$ cat src/rtl/spi_peripheral.sv
// SPI mode-0 target endpoint. SCLK, CS_N and MOSI are oversampled in the
// i_clk domain. Frames are shifted MSB-first. MISO is fed from a one-entry
// TX holding buffer, and each completed RX word is presented with a
// single-cycle valid pulse.
//
// TX handshake: a word is accepted on any i_clk edge where i_tx_valid and
// o_tx_ready are both 1. o_tx_ready drops while the buffer holds a word and
// rises again the cycle after that word is loaded into the shift register.
// A strobe seen while o_tx_ready is 0 is dropped. The RX side has no
// backpressure: o_rx_valid pulses once per word, and an unread word is
// overwritten by the next one.
module spi_peripheral #(
    parameter int WIDTH       = 8,
    parameter int SYNC_STAGES = 2
) (
    input  logic             i_clk,
    input  logic             i_rst_n,
    input  logic             i_sclk,
    input  logic             i_cs_n,
    input  logic             i_mosi,
    output logic             o_miso,
    output logic             o_miso_oe,
    input  logic [WIDTH-1:0] i_tx_data,
    input  logic             i_tx_valid,
    output logic             o_tx_ready,
    output logic [WIDTH-1:0] o_rx_data,
    output logic             o_rx_valid,
    output logic             o_tx_underrun,
    output logic             o_busy
);

    localparam int CW = $clog2(WIDTH + 1);

    // o_busy is the externally visible copy of this state.
    typedef enum logic {
        ST_IDLE   = 1'b0,
        ST_ACTIVE = 1'b1
    } state_t;

    logic [SYNC_STAGES-1:0] sclk_sync_q, cs_sync_q, mosi_sync_q;
    logic                   sclk_dly_q, cs_dly_q;
    logic                   sclk_s, cs_s, mosi_s;
    logic                   sclk_rise, sclk_fall, cs_rise, cs_fall;

    state_t             state_q, state_d;
    logic [CW-1:0]      bit_cnt_q, bit_cnt_d;
    logic [WIDTH-1:0]   tx_sr_q, tx_sr_d;
    logic [WIDTH-2:0]   rx_sr_q, rx_sr_d;
    logic [WIDTH-1:0]   rx_data_q, rx_data_d;
    logic               rx_valid_q, rx_valid_d;
    logic               underrun_q, underrun_d;
    logic               miso_q, miso_d;
    logic [WIDTH-1:0]   buf_q, buf_d;
    logic               buf_full_q, buf_full_d;
    logic               tx_write, load;
    logic [WIDTH-1:0]   rx_word;

    // Synchronizer chains plus one extra delayed copy used for edge detection.
    // CS_N idles high so that a reset never produces a false select.
    always_ff @(posedge i_clk or negedge i_rst_n) begin
        if (!i_rst_n) begin
            sclk_sync_q <= '0;
            cs_sync_q   <= '1;
            mosi_sync_q <= '0;
            sclk_dly_q  <= 1'b0;
            cs_dly_q    <= 1'b1;
        end else begin
            sclk_sync_q <= {sclk_sync_q[SYNC_STAGES-2:0], i_sclk};
            cs_sync_q   <= {cs_sync_q[SYNC_STAGES-2:0], i_cs_n};
            mosi_sync_q <= {mosi_sync_q[SYNC_STAGES-2:0], i_mosi};
            sclk_dly_q  <= sclk_sync_q[SYNC_STAGES-1];
            cs_dly_q    <= cs_sync_q[SYNC_STAGES-1];
        end
    end

    assign sclk_s    = sclk_sync_q[SYNC_STAGES-1];
    assign cs_s      = cs_sync_q[SYNC_STAGES-1];
    assign mosi_s    = mosi_sync_q[SYNC_STAGES-1];
    assign sclk_rise = sclk_s & ~sclk_dly_q;
    assign sclk_fall = ~sclk_s & sclk_dly_q;
    assign cs_rise   = cs_s & ~cs_dly_q;
    assign cs_fall   = ~cs_s & cs_dly_q;
    assign tx_write  = i_tx_valid & ~buf_full_q;
    assign rx_word   = {rx_sr_q, mosi_s};

    // Next-state logic for the frame FSM, the shift registers and the TX buffer.
    always_comb begin
        state_d    = state_q;
        bit_cnt_d  = bit_cnt_q;
        tx_sr_d    = tx_sr_q;
        rx_sr_d    = rx_sr_q;
        rx_data_d  = rx_data_q;
        rx_valid_d = 1'b0;
        underrun_d = 1'b0;
        miso_d     = miso_q;
        load       = 1'b0;
        case (state_q)
            ST_IDLE: begin
                miso_d = 1'b0;
                if (cs_fall) begin
                    state_d   = ST_ACTIVE;
                    bit_cnt_d = '0;
                    load      = 1'b1;
                end
            end
            ST_ACTIVE: begin
                if (sclk_rise) begin
                    rx_sr_d = rx_word[WIDTH-2:0];
                    if (bit_cnt_q == CW'(WIDTH - 1)) begin
                        rx_data_d  = rx_word;
                        rx_valid_d = 1'b1;
                        bit_cnt_d  = '0;
                    end else begin
                        bit_cnt_d = bit_cnt_q + 1'b1;
                    end
                end else if (sclk_fall && !cs_rise) begin
                    // A fall at count 0 is a frame boundary with CS still
                    // low, so the next word is reloaded for back-to-back frames.
                    if (bit_cnt_q != '0) begin
                        tx_sr_d = tx_sr_q << 1;
                        miso_d  = tx_sr_q[WIDTH-2];
                    end else begin
                        load = 1'b1;
                    end
                end
                // Deselect wins over any pending reload. A rise in the same
                // cycle has already been handled above.
                if (cs_rise) begin
                    state_d   = ST_IDLE;
                    bit_cnt_d = '0;
                    miso_d    = 1'b0;
                end
            end
            default: state_d = ST_IDLE;
        endcase

        if (load) begin
            if (buf_full_q) begin
                tx_sr_d = buf_q;
                miso_d  = buf_q[WIDTH-1];
            end else begin
                tx_sr_d    = '0;
                miso_d     = 1'b0;
                underrun_d = 1'b1;
            end
        end

        // A write can only be accepted while the buffer is empty, so it never
        // collides with a load that consumes the buffer.
        buf_d      = tx_write ? i_tx_data : buf_q;
        buf_full_d = tx_write ? 1'b1 : (load ? 1'b0 : buf_full_q);
    end

    // State and datapath registers.
    always_ff @(posedge i_clk or negedge i_rst_n) begin
        if (!i_rst_n) begin
            state_q    <= ST_IDLE;
            bit_cnt_q  <= '0;
            tx_sr_q    <= '0;
            rx_sr_q    <= '0;
            rx_data_q  <= '0;
            rx_valid_q <= 1'b0;
            underrun_q <= 1'b0;
            miso_q     <= 1'b0;
            buf_q      <= '0;
            buf_full_q <= 1'b0;
        end else begin
            state_q    <= state_d;
            bit_cnt_q  <= bit_cnt_d;
            tx_sr_q    <= tx_sr_d;
            rx_sr_q    <= rx_sr_d;
            rx_data_q  <= rx_data_d;
            rx_valid_q <= rx_valid_d;
            underrun_q <= underrun_d;
            miso_q     <= miso_d;
            buf_q      <= buf_d;
            buf_full_q <= buf_full_d;
        end
    end

    assign o_miso        = miso_q;
    assign o_miso_oe     = (state_q == ST_ACTIVE);
    assign o_busy        = (state_q == ST_ACTIVE);
    assign o_tx_ready    = ~buf_full_q;
    assign o_rx_data     = rx_data_q;
    assign o_rx_valid    = rx_valid_q;
    assign o_tx_underrun = underrun_q;

endmodule

$ cat config.mk
export PLATFORM = sky130hd
export DESIGN_NAME = spi_peripheral
export DESIGN_NICKNAME = d
export VERILOG_FILES = /design/src/rtl/spi_peripheral.sv
export SDC_FILE = /design/constraint.sdc
export NUM_CORES = 1
export LEC_CHECK = 0
export ABC_CLOCK_PERIOD_IN_PS = 1980
export CORE_ASPECT_RATIO = 0.9
export CORE_MARGIN = 8
export CORE_UTILIZATION = 45
export DETAILED_ROUTE_END_ITERATION = 10
export PLACE_DENSITY = 0.72
export RECOVER_POWER = 25
export SETUP_SLACK_MARGIN = 0.1
export SLEW_MARGIN = 20
export SYNTH_ARGS = -nofsm -noshare
export SYNTH_HDL_FRONTEND = slang
export SYNTH_SLANG_ARGS = --single-unit
$ cat constraint.sdc
create_clock -name i_clk -period 1.98 [get_ports i_clk]
set_input_delay 0.396 -clock i_clk [delete_from_list [all_inputs] [get_ports i_clk]]
set_output_delay 0.396 -clock i_clk [all_outputs]
set_load 0.02 [all_outputs]
==> impl_metrics.py, run 1 <==
metrics = {
    "power": {
        "power-per-cell-area_nw_per_um2": 1070,
        "p_sw_share_pct": 28.1,
        "power.switching_mw": 0.704,
        "ir_worst_vdd_v": 0.000773,
        "clkPwrFrac_pct": 23.0,
        "power.leakage_nw": 1.05,
        "power_frac_comb_pct": 22.5,
        "seq_power_share_pct": 54.5,
        "power.internal_mw": 1.80,
    },
    "synthesis": {
        "synth_edf_count": 0,
        "synthXorXnorAreaFrac_pct": 0.465,
        "synth-simple-area-share_pct": 8.63,
        "synth_area_leaders": "dfrtp_1, mux2_2, dfstp_2",
        "synth_compound_area_share_pct": 9.89,
        "synthFlopType": "dfrtp_1",
        "syn_nets": 151,
        "yosysTopAreaCell": "dfrtp_1",
        "async_reset_ff_share_pct": 100,
        "syn_inst": 135,
        "ys_seq_elements": 47,
        "synthAdderAreaFrac_pct": 1.33,
        "synthesis.area_sq_um": 1880,
        "syn_avg_cell_area_sq_um": 14.0,
        "synth_top_area_share_pct": 58.4,
        "synth.area.mux_share_pct": 14.3,
        "yosysWarnings": 0,
        "synth_cell_types": 33,
        "ys_seq_area_share_pct": 62.6,
        "synth_top_family_by_area": "multiplexers",
    },
    "final_layout": {
        "mostFrequentLayoutCells": "dfrtp_1, mux2_2, clkdlybuf4s50_1",
        "final_common_cell": "dfrtp_1",
        "fill_cells": 310,
        "drive_gt1_share_pct": 28.1,
        "final_util_pct": 57.9,
        "nNetsFinal": 186,
        "antenna_cells": 0,
        "syn_to_final_growth_pct": 24.3,
    },
    "routing": {
        "post-route-drc-count": 0,
        "drtIter0Drc": 54,
        "vias": 1157,
        "wl_per_cell_um": 15.6,
        "via_per_inst": 5.28,
        "ant_nets": 0,
        "finalWirelength_mm": 3.41,
        "drt_pre_antenna_iters": 4,
    },
    "die": {
        "dieArea_sq_um": 6520,
        "chipHeight_um": 77.4,
        "core_area_sq_um": 4050,
        "fp-row-count": 22,
        "start_util_pct": 46.6,
        "ios": 28,
        "die-width_um": 84.2,
    },
    "sta": {
        "post-route-period-util_pct": 87.2,
        "tns_ps": 0,
        "tightest_slew_ps": 1620,
        "maxSlewViolCount": 33,
        "slew_headroom_pct": -8.15,
        "hold_violations": 0,
        "max_freq_mhz": 579,
        "clock_skew_ps": 5.55,
        "setup_viol": 0,
        "min_period_ps": 1730,
        "rsz0062_at_grt": "no",
    },
    "setup_path": {
        "critPathRequiredTime_ps": 1580,
        "critPathArrivalTime_ps": 1330,
        "end_kind": "primary output",
        "path_max_fanout": 2,
        "path_class": "flop to primary output",
        "cp-start-kind": "flop",
    },
    "cts": {
        "numCtsBuffers": 5,
        "clkSinkCount": 47,
        "cts-root-buf": "clkbuf_8",
        "htree_levels": 2,
        "clock_latency_ps": 300,
        "cts.path.max_buffers": 2,
        "clkSlewWorstSetupHoldPaths_ps": 90,
        "cts_tree": "done",
    },
    "placed_design": {
        "io_buffer_count": 27,
        "dp_hpwl_mm": 2.50,
        "gp_congestion": 0.772,
    },
    "run_status": {
        "status": "finished with violations",
        "violations": "capacitance limit, slew limit",
    },
    "worst_hold_path": {
        "hold_path_class": "flop to flop",
    },
    "run": {
        "maxCapViolCount": 1,
    },
    "global_routing": {
        "grt_overflow": 0,
        "first_global_vias": 1196,
        "grt_use_total_pct": 11.1,
        "grt_pass1_wl_mm": 5.87,
        "grt_max_degree": 33,
        "antenna_found_initial": 0,
    },
}
==> kinds of logic (layout without fill, tap and decap cells) <==
group | Yosys count | after routing
fa+ha+maj | 2 | 2
mux | 24 | 24
xor+xnor | 1 | 1
flops | 47 | 47
simple gates | 26 | 26
buf+inv | 12 | 48
compound gates | 23 | 23
==> registers in the layout, indices dropped and copies added, names as in the netlist <==
name and count:
bit_cnt_q 4, buf_q 8, tx_sr_q 7, rx_sr_q 7, mosi_sync_q 2, o_busy 1
sclk_sync_q 2, buf_full_q 1, cs_sync_q 2, o_rx_valid 1, cs_dly_q 1, sclk_dly_q 1
o_miso 1, o_rx_data 8, o_tx_underrun 1
==> power groups by stage <==
stage	clock network, mW	logic [mW]	registers, mW
floorplan	0	0.395	1.35
global placement	0	0.555	1.37
detailed placement	0	0.572	1.39
CTS	0.595	0.575	1.37
global route	0.632	0.625	1.41
finish	0.576	0.564	1.37
==> worst max-delay path: stages (launching register included) <==
cell and delay [ps]:
dfrtp_1 390, inv_1 50, clkdlybuf4s50_1 600
==> final cells by class <==
cell class,instances,area (sq um),share of cell area (%)
Clock buffer,6,72.6,3.10
Clock inverter,2,16.3,0.694
Inverter,6,22.5,0.962
Multi-Input combinational cell,76,657,28.0
Sequential cell,47,1180,50.4
Tap cell,48,60.1,2.56
Timing Repair Buffer,34,334,14.3
==> metrics by stage <==
stage               power, mW  setup slack (ps)  hold WS [ps]  std cells  area (sq um)
global route             2.66               111           374        219          2340
detailed placement       1.96               231           335        210          2220
global placement         1.93               292           335        210          2220
floorplan                1.74               408           100        135          1880
CTS                      2.54               101           169        218          2310
finish                   2.51               254           354        219          2340
==> repair_timing <==
item | 4_1_cts | 5_1_grt
hold buffers | 0 | 0
setup buffers | 0 | 1
resized for setup | 0 | 3
endpoints found under the setup margin | 0 | 16
==> worst paths after layout <==
path / start / end / slack (ps) / depth (start not counted)
worst max-delay path: buf_full_q / o_tx_ready / 250 / 2
worst min-delay path: sclk_sync_q[0] / sclk_sync_q[1] / 350 / 0
worst max register to register: cs_dly_q / tx_sr_q[5] / 270 / 4
worst min register to register: sclk_sync_q[0] / sclk_sync_q[1] / 350 / 0
max in group asynchronous: i_rst_n / bit_cnt_q[3] / 540 / 1
min in group asynchronous: i_rst_n / sclk_sync_q[0] / 500 / 1
==> Yosys cell counts, drive strengths merged (2+ instances only) <==
| cell | n |
|---|---|
| o21ai | 3 |
| and3 | 3 |
| dfrtp | 44 |
| inv | 6 |
| o221a | 6 |
| nand3b | 2 |
| nand2b | 2 |
| nor2 | 3 |
| nor3b | 3 |
| mux2 | 23 |
| nor2b | 2 |
| nand2 | 6 |
| o22ai | 2 |
| dfstp | 3 |
| clkbuf | 2 |
| ha | 2 |
| buf | 4 |
| a21o | 7 |
==> layer usage <==
layer	GRT usage (%)	routed length [um]	vias to the layer above
met4	3.10	35	0
met2	17.1	1710	16
met3	4.70	103	5
li1	-	-	552
met1	14.1	1560	584
met5	0	0	-
(Power assumes the default switching activity.)
==> run 2: changes to the inputs <==
--- a/config.mk
+++ b/config.mk
@@ -8,9 +8,9 @@
 export ABC_CLOCK_PERIOD_IN_PS = 1980
 export CORE_ASPECT_RATIO = 0.9
 export CORE_MARGIN = 8
-export CORE_UTILIZATION = 45
+export CORE_UTILIZATION = 30
 export DETAILED_ROUTE_END_ITERATION = 10
-export PLACE_DENSITY = 0.72
+export PLACE_DENSITY = 0.53
 export RECOVER_POWER = 25
 export SETUP_SLACK_MARGIN = 0.1
 export SLEW_MARGIN = 20
==> run 2 against run 1 <==
Compared with the run above: the flow now finishes without violations; clock skew grew 8.8 ps; utilization shrank 19 points; fmax shrank 1.7%; routed wire length shrank 1.3%; final cell count grew 17%; die area grew 39%; sequential power is essentially flat; critical endpoint is now tx_sr_q[5].
==> impl_metrics.py, run 2 (same netlist as run 1, synthesis figures left out) <==
metrics = {
    "routing": {
        "drtIter0Drc": 57,
        "wl_per_cell_um": 13.1,
        "ant_nets": 0,
        "vias": 1123,
        "finalWirelength_mm": 3.36,
        "via_per_inst": 4.37,
        "drt_pre_antenna_iters": 4,
        "post-route-drc-count": 0,
    },
    "sta": {
        "tightest_slew_ps": 903,
        "clock_skew_ps": 14.4,
        "post-route-period-util_pct": 88.7,
        "max_freq_mhz": 569,
        "slew_headroom_pct": 39.8,
        "setup_viol": 0,
        "setup_slack_ps": 224,
        "hold_violations": 0,
        "rsz0062_at_grt": "no",
        "min_period_ps": 1760,
        "tns_ps": 0,
        "maxSlewViolCount": 0,
    },
    "placed_design": {
        "dp_slack_ps": 270,
        "dp.cells": 249,
        "io_buffer_count": 27,
        "dp_hpwl_mm": 2.56,
        "gp_congestion": 0.708,
    },
    "die": {
        "start_util_pct": 30.8,
        "dieArea_sq_um": 9080,
        "core_area_sq_um": 6110,
        "die-width_um": 99.5,
        "fp-row-count": 27,
        "chipHeight_um": 91.2,
        "ios": 28,
    },
    "run_status": {
        "status": "finished clean",
    },
    "final_layout": {
        "mostFrequentLayoutCells": "dfrtp_1, mux2_2, clkdlybuf4s50_1",
        "nNetsFinal": 185,
        "final_common_cell": "dfrtp_1",
        "antenna_cells": 0,
        "drive_gt1_share_pct": 27.1,
        "final_util_pct": 38.5,
        "final_cells": 257,
        "syn_to_final_growth_pct": 25.0,
    },
    "global_routing": {
        "grt_max_degree": 19,
        "grt_use_total_pct": 7.96,
        "grt_overflow": 0,
        "grt_pass1_wl_mm": 5.70,
        "antenna_found_initial": 0,
        "first_global_vias": 1191,
    },
    "setup_path": {
        "rrSetupSlack_ps": 220,
        "startpoint": "bit_cnt_q[0]",
        "r2r-end": "tx_sr_q[5]",
        "critPathArrivalTime_ps": 1940,
        "endpoint": "tx_sr_q[5]",
        "path_max_fanout": 11,
        "end_kind": "flop",
        "r2r-start": "bit_cnt_q[0]",
        "cp-start-kind": "flop",
        "critPathRequiredTime_ps": 2170,
        "path_class": "flop to flop",
        "reg2regPathDepth": 7,
    },
    "cts": {
        "clkSlewWorstSetupHoldPaths_ps": 90,
        "cts_setup_buffers": 0,
        "clock_latency_ps": 300,
        "clkSinkCount": 47,
        "numCtsBuffers": 5,
        "cts.path.max_buffers": 2,
        "htree_levels": 2,
        "cts_tree": "done",
        "cts-root-buf": "clkbuf_8",
    },
    "power": {
        "power_frac_comb_pct": 22.5,
        "power-per-cell-area_nw_per_um2": 1060,
        "finalPower_mw": 2.49,
        "power.switching_mw": 0.696,
        "p_sw_share_pct": 27.9,
        "power.leakage_nw": 1.03,
        "power.internal_mw": 1.80,
        "seq_power_share_pct": 55.0,
        "clkPwrFrac_pct": 22.5,
        "ir_worst_vdd_v": 0.000419,
    },
    "run": {
        "maxCapViolCount": 0,
    },
    "worst_hold_path": {
        "hold_path_class": "primary input to async pin",
    },
}
==> run 2: worst max-delay path: stages, from the launching register on <==
cell	delay, ps
dfrtp_1	440
inv_1	80
ha_1	130
nor3b_1	340
a41oi_1	160
buf_4	200
a21o_1	170
o221a_2	120
==> run 2: layout make-up <==
cell class / count / area, sq um
clock buffers: 6 / 72.6
repair buffers: 33 / 307
flip-flops and latches: 47 / 1180
clock inverters: 2 / 13.8
well taps: 87 / 109
multi-input cells: 76 / 652
fillers: 584 / 3760
inverters: 6 / 22.5
==> run 2: repair_timing <==
item | in CTS | in global routing
setup endpoints to repair | 1 | 1
hold buffers | 0 | 0
resized for setup | 1 | 1
==> run 2: metal layers <==
layer / up-vias / wire, um / share of wire, % / global-route usage (%)
li1: 549 / - / - / -
met1: 553 / 1580 / 47 / 9.35
met2: 16 / 1600 / 48 / 12.6
met3: 5 / 109 / 3.2 / 2.59
met4: 0 / 70 / 2.1 / 4.41
met5: - / 0 / 0 / 0
==> run 2: how the worst min path moves through the flow <==
stage / startpoint / endpoint / slack (ps) / depth (start not counted)
floorplan: i_rst_n / bit_cnt_q[0] / 100 / 0
global placement: i_rst_n / buf_q[2] / 330 / 1
detailed placement: sclk_sync_q[0] / sclk_sync_q[1] / 330 / 0
CTS: i_rst_n / o_busy / 10 / 1
global route: i_rst_n / o_busy / 260 / 1
finish: i_rst_n / o_busy / 190 / 1
==> run 2: power groups by stage <==
| stage | Sequential, mW | Clock [mW] | Combinational, mW |
|---|---|---|---|
| 2_1_floorplan | 1.35 | 0 | 0.395 |
| 3_3_place_gp | 1.38 | 0 | 0.556 |
| 3_5_place_dp | 1.39 | 0 | 0.573 |
| 4_1_cts | 1.37 | 0.586 | 0.572 |
| 5_1_grt | 1.41 | 0.630 | 0.610 |
| 6_report | 1.37 | 0.560 | 0.561 |
==> run 2: stage by stage <==
step,area [sq um],hold WS (ps)
after global routing,2360,259
after global placement,2270,330
after detailed placement,2270,335
final,2360,195
after floorplan,1880,100
after CTS,2360,14.5
==> run 3: changes to the inputs <==
--- a/config.mk
+++ b/config.mk
@@ -5,6 +5,7 @@
 export SDC_FILE = /design/constraint.sdc
 export NUM_CORES = 1
 export LEC_CHECK = 0
+export ABC_AREA = 0
 export ABC_CLOCK_PERIOD_IN_PS = 1980
 export CORE_ASPECT_RATIO = 0.9
 export CORE_MARGIN = 8
==> results of run 3 <==
Same layout as run 2: the final DEF is identical, and so are final timing and power.
